## config.mk

```make
export PLATFORM = sky130hd
export DESIGN_NAME = serial_addsub
export DESIGN_NICKNAME = d
export VERILOG_FILES = /design/src/rtl/serial_addsub_pkg.sv /design/src/rtl/digit_adder.sv /design/src/rtl/serial_addsub.sv
export SDC_FILE = /design/constraint.sdc
export NUM_CORES = 1
export LEC_CHECK = 0
export ABC_AREA = 1
export CORE_UTILIZATION = 45
export DETAILED_ROUTE_END_ITERATION = 10
export GPL_TIMING_DRIVEN = 0
export MAX_ROUTING_LAYER = met4
export PLACE_DENSITY = 0.69
export SLEW_MARGIN = 20
export SYNTH_ARGS = -nofsm -noshare
export SYNTH_HDL_FRONTEND = slang
export SYNTH_SLANG_ARGS = --single-unit
export TNS_END_PERCENT = 20
```

## constraint.sdc

```tcl
create_clock -name clk -period 3.7 [get_ports clk]
set_input_delay 1.11 -clock clk [delete_from_list [all_inputs] [get_ports clk]]
set_output_delay 1.11 -clock clk [all_outputs]
set_load 0.01 [all_outputs]
```

## src/rtl/serial_addsub_pkg.sv

```systemverilog
// rtl/serial_addsub_pkg.sv - shared FSM state encodings and operation codes for serial_addsub
package serial_addsub_pkg;

    typedef enum logic [1:0] {
        ST_IDLE = 2'd0,
        ST_RUN  = 2'd1,
        ST_DONE = 2'd2
    } state_e;

    localparam logic OP_ADD = 1'b0;
    localparam logic OP_SUB = 1'b1;

endpackage

```

## src/rtl/digit_adder.sv

```systemverilog
// rtl/digit_adder.sv - combinational DIGIT-bit ripple adder slice
//
// Ports:
//   x, y   in  [DIGIT-1:0]  operand digits
//   cin    in  1            carry into the slice LSB
//   sum    out [DIGIT-1:0]  sum digit
//   cout   out 1            carry out of the slice MSB
//   c_msb  out 1            carry into the slice MSB (overflow detection on the top digit)
module digit_adder #(
    parameter int DIGIT = 1
) (
    input  logic [DIGIT-1:0] x,
    input  logic [DIGIT-1:0] y,
    input  logic             cin,
    output logic [DIGIT-1:0] sum,
    output logic             cout,
    output logic             c_msb
);

    logic [DIGIT:0] c;

    always_comb begin
        c    = '0;
        sum  = '0;
        c[0] = cin;
        for (int i = 0; i < DIGIT; i++) begin
            sum[i]   = x[i] ^ y[i] ^ c[i];
            c[i+1]   = (x[i] & y[i]) | (c[i] & (x[i] ^ y[i]));
        end
    end

    assign cout  = c[DIGIT];
    assign c_msb = c[DIGIT-1];

endmodule

```

## src/rtl/serial_addsub.sv

```systemverilog
// rtl/serial_addsub.sv - digit-serial adder/subtractor, LSB digit first, one-cycle done pulse
//
// Ports:
//   clk    in  1        rising-edge clock
//   rst    in  1        asynchronous active-high reset
//   start  in  1        request, sampled in IDLE or DONE
//   a, b   in  WIDTH    operands, captured on accept
//   sel    in  1        0 = a+b, 1 = a-b, captured on accept
//   busy   out 1        high while digits are processed (N cycles)
//   done   out 1        single-cycle result-valid pulse
//   s      out WIDTH    result mod 2^WIDTH
//   cout   out 1        carry out of MSB (subtract: 1 = no borrow)
//   ovf    out 1        two's-complement overflow
module serial_addsub
    import serial_addsub_pkg::*;
#(
    parameter int WIDTH = 8,
    parameter int DIGIT = 1
) (
    input  logic             clk,
    input  logic             rst,
    input  logic             start,
    input  logic [WIDTH-1:0] a,
    input  logic [WIDTH-1:0] b,
    input  logic             sel,
    output logic             busy,
    output logic             done,
    output logic [WIDTH-1:0] s,
    output logic             cout,
    output logic             ovf
);

    localparam int N  = WIDTH / DIGIT;
    localparam int CW = $clog2(N) + 1;

    generate
        if ((WIDTH % DIGIT) != 0 || WIDTH < 2 || DIGIT < 1) begin : g_bad_params
            $error("serial_addsub: DIGIT must divide WIDTH and WIDTH must be >= 2");
        end
    endgenerate

    state_e           state_q, state_d;
    logic [CW-1:0]    cnt_q, cnt_d;
    logic [WIDTH-1:0] a_sh_q, a_sh_d;
    logic [WIDTH-1:0] b_sh_q, b_sh_d;
    logic [WIDTH-1:0] acc_q, acc_d;
    logic             carry_q, carry_d;
    logic [WIDTH-1:0] s_q, s_d;
    logic             cout_q, cout_d;
    logic             ovf_q, ovf_d;

    logic [DIGIT-1:0] dig_sum;
    logic             dig_cout;
    logic             dig_cmsb;
    // Result digit enters at the top; concatenation keeps this legal when DIGIT == WIDTH.
    logic [WIDTH+DIGIT-1:0] acc_wide;

    digit_adder #(.DIGIT(DIGIT)) u_digit (
        .x     (a_sh_q[DIGIT-1:0]),
        .y     (b_sh_q[DIGIT-1:0]),
        .cin   (carry_q),
        .sum   (dig_sum),
        .cout  (dig_cout),
        .c_msb (dig_cmsb)
    );

    assign acc_wide = {dig_sum, acc_q};

    always_comb begin
        state_d = state_q;
        cnt_d   = cnt_q;
        a_sh_d  = a_sh_q;
        b_sh_d  = b_sh_q;
        acc_d   = acc_q;
        carry_d = carry_q;
        s_d     = s_q;
        cout_d  = cout_q;
        ovf_d   = ovf_q;

        unique case (state_q)
            ST_IDLE, ST_DONE: begin
                state_d = ST_IDLE;
                if (start) begin
                    // Subtract as a + ~b + 1: invert b once here, seed carry with sel.
                    a_sh_d  = a;
                    b_sh_d  = b ^ {WIDTH{sel == OP_SUB}};
                    carry_d = (sel == OP_SUB);
                    cnt_d   = '0;
                    state_d = ST_RUN;
                end
            end
            ST_RUN: begin
                a_sh_d  = a_sh_q >> DIGIT;
                b_sh_d  = b_sh_q >> DIGIT;
                acc_d   = acc_wide[WIDTH+DIGIT-1:DIGIT];
                carry_d = dig_cout;
                cnt_d   = cnt_q + CW'(1);
                if (cnt_q == CW'(N - 1)) begin
                    s_d     = acc_wide[WIDTH+DIGIT-1:DIGIT];
                    cout_d  = dig_cout;
                    ovf_d   = dig_cout ^ dig_cmsb;
                    state_d = ST_DONE;
                end
            end
            default: state_d = ST_IDLE;
        endcase
    end

    always_ff @(posedge clk or posedge rst) begin
        if (rst) begin
            state_q <= ST_IDLE;
            cnt_q   <= '0;
            a_sh_q  <= '0;
            b_sh_q  <= '0;
            acc_q   <= '0;
            carry_q <= 1'b0;
            s_q     <= '0;
            cout_q  <= 1'b0;
            ovf_q   <= 1'b0;
        end else begin
            state_q <= state_d;
            cnt_q   <= cnt_d;
            a_sh_q  <= a_sh_d;
            b_sh_q  <= b_sh_d;
            acc_q   <= acc_d;
            carry_q <= carry_d;
            s_q     <= s_d;
            cout_q  <= cout_d;
            ovf_q   <= ovf_d;
        end
    end

    assign busy = (state_q == ST_RUN);
    assign done = (state_q == ST_DONE);
    assign s    = s_q;
    assign cout = cout_q;
    assign ovf  = ovf_q;

endmodule

```

Word level (Yosys, flattened, before mapping)
Cells that the tools add are included.
{ "totals": {"register_bits": 41, "out_inout_bits": 12, "elab_cells": 38} }
{ "op_classes": {"n_addsub": 1, "n_eq_ne": 5, "n_mux": 11, "bitwise": 7, "n_reduce_logical": 5} }
{ "op_table": {"columns": ["operator", "count"], "rows": [
  ["8-bit case mux with 2 select lines", 2],
  ["8-bit two-way mux", 2],
  ["4-bit case mux with 2 select lines", 1],
  ["8-bit bitwise XOR", 1],
  ["4-bit by 1-bit adder with 4-bit output, second input constant", 1],
  ["4-bit by 3-bit == test with 1-bit output, second input constant", 1],
  ["4-bit two-way mux", 1],
  ["2-bit case mux with 2 select lines", 1],
  ["2-bit AND reduction", 2],
  ["1-bit bitwise XOR", 3],
  ["1-bit AND", 2],
  ["2-bit by 1-bit == test with 1-bit output, second input constant", 1],
  ["2-bit == test, second input constant", 1],
  ["2-bit logical NOT", 1],
  ["1-bit two-way mux", 2],
  ["2-bit two-way mux", 1],
  ["2-bit by 1-bit inequality test with 1-bit output, second input constant", 1],
  ["2-bit inequality test, second input constant", 1],
  ["1-bit case mux with 2 select lines", 1],
  ["2-bit nonzero test", 1],
  ["2-bit OR reduction", 1],
  ["1-bit bitwise OR", 1]
]} }

Logic depth before layout (Yosys ltp)
{ "logic_depth": {"word_depth": 4, "depth_mapped": 7} }

Cells and area by module
Synthesis repeated with hierarchy kept, for this count alone.
{ "unflattened": {"hier_cells": 237, "area_unflattened_um2": 1899.3} }
{ "by_module_without_submodules": {"columns": ["module", "instances", "cells_per_inst", "area_each_um2", "seq_area_each_um2"], "rows": [
  ["serial_addsub", 1, 235, 1871.8, 1001.0],
  ["digit_adder", 1, 2, 27.5, 0.0]
]} }

Worst setup path after synthesis
Ideal clock, no wire load.
{ "synth_path": {"path_type": "flip-flop to output port", "start": "reg state_q[0]", "end": "out busy", "arrival_ps": 811, "slack_ps": 1779, "stages_incl_launch_ff": 4, "n_path_buf": 1, "path_cell_list": "dfrtp_1 inv_2 nor2_4 buf_4"} }
{ "synth_between": {"elab_chain_cells": 1} }
{ "synth_lines": {"columns": ["element", "line_no", "source"], "rows": [
  ["start, declared", "serial_addsub.sv:42", "state_e state_q, state_d;"],
  ["start signal, assigned", "serial_addsub.sv:121", "state_q <= state_d;"],
  ["2-bit by 1-bit == test with 1-bit output", "serial_addsub.sv:133", "assign busy = (state_q == ST_RUN);"],
  ["end, declared", "serial_addsub.sv:26", "output logic busy,"]
]} }
Every way passes these cells.

Worst setup path in the final report
Ends and elaborated chain as after synthesis.

==> flow_metrics.py <==
metrics = {
    "outcome": {
        "status": "finished clean",
    },
    "clocking": {
        "cts_root_buf": "clkbuf_8",
        "clock_path_buffers": 2,
        "cts_setup_buffers": 0,
        "hold_buffers": 0,
        "clock_sinks": 40,
        "clk_latency_ns": 0.30,
        "cts_resized": 0,
        "cts_tree": "yes",
        "h-tree-depth": 2,
        "clk_pin_slew_ns": 0.08,
        "cts_buffers": 5,
    },
    "yosys": {
        "synth_cells": 235,
        "ys_warn_count": 0,
        "yosysMostFrequentCell": "nand2_1",
        "synthTopCellsByArea": "dfrtp_1, nand2_1, nand3_1",
        "syn_area_per_cell_um2": 7.86,
        "synth_top_area_share_pct": 54.2,
        "ys_ff_latch": 40,
        "ys_async_sr_fraction_pct": 100,
        "synth_fp_nets": 257,
        "post_synth_instance_area_um2": 1850,
        "synth-edff-count": 0,
        "synthTopCellsByCount": "nand2_1, dfrtp_1, nand3_1, inv_1, nor2_1",
        "ys_seq_area_share_pct": 54.2,
        "synth_cell_type_count": 18,
        "synthFlopType": "dfrtp_1",
        "synth_area_leader_cell": "dfrtp_1",
    },
    "worst_setup_path": {
        "reg2reg_to": "cout",
        "critPathRequiredTime_ns": 2.59,
        "ff2ff_setup_slack_ns": 2.36,
        "critPathLaunch": "state_q[0]",
        "r2r-start": "cnt_q[0]",
        "worst_setup_path_start_kind": "register",
        "cp_max_fo": 10,
        "criticalPathCategory": "reg2out",
        "r2r_cells": 6,
        "worst_ep_arrival_time_ns": 1.79,
        "cp-end-kind": "output port",
    },
    "worst_hold_path": {
        "hp-start": "s[3]",
        "whs_path_depth": 2,
        "min_to": "s[3]",
        "hold_path_class": "reg2reg",
    },
    "global_routing": {
        "track_usage_pct": 21.1,
        "antenna_found_initial": 0,
        "grt_pass1_vias": 1532,
        "grt_remaining_overflow": 0,
        "grt_pass1_wl_um": 6630,
        "grt_max_degree": 36,
    },
    "floorplanning": {
        "dieWidth_um": 66.1,
        "die-area_um2": 4370,
        "pin_count": 32,
        "die_h_um": 66.1,
        "coreArea_um2": 3800,
        "rows": 22,
        "initial_core_util_pct": 48.6,
    },
    "cells_and_area": {
        "fin_nets": 296,
        "diodes": 0,
        "areaGrowthSynthToFinish_pct": 27.4,
        "layout-drive-gt1-share_pct": 9.82,
        "final_cells": 323,
        "fin_area_um2": 2350,
    },
    "power": {
        "p_leak_nw": 1.23,
        "ir_drop_uv": 349,
        "power_density_nw_per_um2": 818,
    },
    "placed_design": {
        "dp_hpwl_um": 2470,
        "portBuffers": 31,
        "place_area_um2": 2240,
        "gp_congestion": 0.779,
        "place_inst": 315,
    },
    "timing": {
        "maxSlewViolCount": 0,
        "hold_viol_final": 0,
        "finalCritPeriodShare_pct": 78.3,
        "slew-limit-headroom_pct": 82.5,
        "fin_setup_tns_ns": 0,
        "setup_viol": 0,
        "layout_min_cycle_time_ns": 2.90,
        "fmax_mhz": 345,
        "skew_ns": 0.00667,
        "rsz0062_at_grt": "false",
        "worst_pin_slew_ns": 0.262,
    },
    "flow_run": {
        "cap_viol_max_count": 0,
    },
    "drt": {
        "drc": 0,
        "dr_total_vias": 1531,
        "firstDrtPassIters": 4,
        "ant_nets": 0,
        "wire_per_inst_um": 11.1,
        "first_iter_violations": 112,
        "drt-total-wl_um": 3570,
        "via_per_inst": 4.74,
    },
}
flip-flops by register name, indices dropped and copies added (netlist names):
signal / flops
carry_q: 1
acc_q: 7
ovf: 1
cout: 1
s: 8
state_q: 2
a_sh_q: 8
b_sh_q: 8
cnt_q: 4
critical path, stage by stage (launching register included):
cell	delay (ns)
dfrtp_1	0.41
inv_2	0.07
nor2_4	0.22
buf_4	0.23
clkdlybuf4s50_1	0.55
routing by layer:
metal  part of all wire, %  track usage (%)  wire (um)  vias up
li1                      -                -          -      793
met1                    48             26.4       1710      697
met2                    47             33.7       1670       35
met3                   3.7             5.17        133        6
met4                   1.6             7.18         58        0
met5                     0                -          0        -
placed cells by master (no fill, tap or decap), types with 2 or more instances in the layout:
master,netlist,final
o21ai_0,3,3
clkbuf_8,0,5
nand2_1,122,122
inv_2,2,3
buf_4,3,3
xor2_1,2,2
nor2_1,13,13
buf_2,4,4
nand2_2,2,2
inv_1,13,12
dfrtp_1,40,40
nand3_1,21,21
or2_2,4,4
clkdlybuf4s50_1,0,31
logic make-up after synthesis:
| kind of cell | share of synthesized area, % |
|---|---|
| compound gates | 1.08 |
| xor+xnor | 0.948 |
| fa+ha+maj | 1.76 |
| buf+inv | 5.96 |
| flops | 54.2 |
| simple gates | 36.1 |
worst max-delay path by stage:
stage	end	slack, ns	cells after the start
after detailed placement	busy	1.12	4
after CTS	busy	0.78	4
after floorplan	a_sh_q[0]	1.67	1
final	busy	0.80	4
after global placement	b_sh_q[3]	0.85	2
after global routing	busy	0.69	4
final cells by class:
class	instances	area [um^2]
fillers	360	1450
clock buffers	5	68.8
inverters	15	56.3
repair buffers	32	330
flip-flops and latches	40	1000
well taps	48	60.1
clock inverters	3	46.3
plain buffers	8	53.8
multi-input cells	172	737
report_power, final:
group,total (mW),switching [mW],internal [mW]
logic,0.786,0.431,0.355
registers,0.775,0.134,0.641
clock network,0.364,0.161,0.203
through the flow:
step | setup WS, ns | hold slack, ns | power (mW) | util, %
finish | 0.802 | 0.480 | 1.92 | 62.0
global route | 0.687 | 0.502 | 2.11 | 62.0
CTS | 0.785 | 0.480 | 1.94 | 62.0
detailed placement | 1.12 | 0.459 | 1.57 | 58.9
global placement | 0.854 | 0.459 | 1.55 | 58.4
floorplan | 1.67 | 0.442 | 1.28 | -
(Power assumes the default switching activity.)
==> RTL change (config.mk and constraints unchanged) <==
The parameter `WIDTH` goes from 8 to 16.
--- a/src/rtl/serial_addsub.sv
+++ b/src/rtl/serial_addsub.sv
@@ -14,7 +14,7 @@
 module serial_addsub
     import serial_addsub_pkg::*;
 #(
-    parameter int WIDTH = 8,
+    parameter int WIDTH = 16,
     parameter int DIGIT = 1
 ) (
     input  logic             clk,
Ports: changed (resized a, b and s); port bits go from 32 to 56. No check against the original RTL was run, so the function may have changed too.
==> RTL change against the unedited design <==
  * Sequential cell count is 33 higher
  * Combinational power grew 62%
  * Synthesized area up 79%
  * Hold slack gained 0.0011 ns
  * Design area is 78% higher
  * Worst setup slack got worse by 0.11 ns
  * Clock skew is 0.0015 ns higher
  * Routed wire length up 96%
  * Global-route usage decreased by 0.26 points
  * Power rose by 67%
==> RTL change: results (changes against the unedited design) <==
[power]
seq_power_mw=1.38  ; +78%
p_int_mw=2.01  ; +68%
peakVddDrop_v=0.000253  ; -27%
power.share.clock=0.174  ; -0.015

[global_routing]
first_global_vias=2597  ; +70%
grt_use_total=0.209  ; -0.00256

[cts]
cts_buffers=9  ; +4
htreeDepth=3  ; +1

[final_layout]
finalNonFillerCells=576  ; +78%
stdcell_area_sq_um=4180  ; +78%

[timing]
hold_slack_ns=0.481  ; +0.00111 ns
finClkSkew_ns=0.00817  ; +0.00150 ns

[yosys]
seq_area_frac_synth=0.552  ; +0.0108
synthesis.nets=447  ; +74%
synth_area_leaders=dfrtp_1 (55%), nand2_1 (19%), nand3_1 (7.1%), inv_1 (4.3%), or2_2 (2.8%)

[min_path]
hold_end=a_sh_q[2]
min_from=a_sh_q[2]

[status]
status=completed

[route]
initialDrtViolationCount=124  ; +11%
dr_wl_met3_um=264  ; +98%
route.met2.wl_um=3270  ; +96%
wl_met1_um=3410  ; +100%

[place]
place_inst=560  ; +78%
gp_congestion=0.765  ; -1.8%

[worst_setup_path]
reg2reg_slack_ns=2.10  ; -0.26 ns

[RTL change: per-layer routing]
layer | global-route usage | vias to the layer above
li1 | - | 1400
met4 | 0.0671 | 0
met3 | 0.0424 | 10
met5 | - | -
met1 | 0.273 | 1284
met2 | 0.326 | 66
[RTL change: layout make-up]
cell class	count	area share
well taps	96	0.0287
clock buffers	13	0.0380
repair buffers	56	0.138
inverters	39	0.0356
plain buffers	20	0.0236
clock inverters	3	0.00359
multi-input cells	276	0.295
flip-flops and latches	73	0.437
[RTL change: per-stage QoR]
stage                     setup WS (ns)  setup TNS, ns
final                             0.693              0
after global routing              0.581              0
after CTS                         0.678              0
after detailed placement           1.06              0
after global placement           -0.513         -37.24
after floorplan                   0.737              0
[RTL change: kinds of logic after synthesis]
kind of cell	after synthesis	share of synthesized area
AOI/OAI and AO/OA	34	0.0518
xor gates and xnor gates	2	0.00530
adders and majority gates	3	0.0136
buffers and inverters	59	0.0742
DFF	73	0.552
and+or+nand+nor	237	0.303
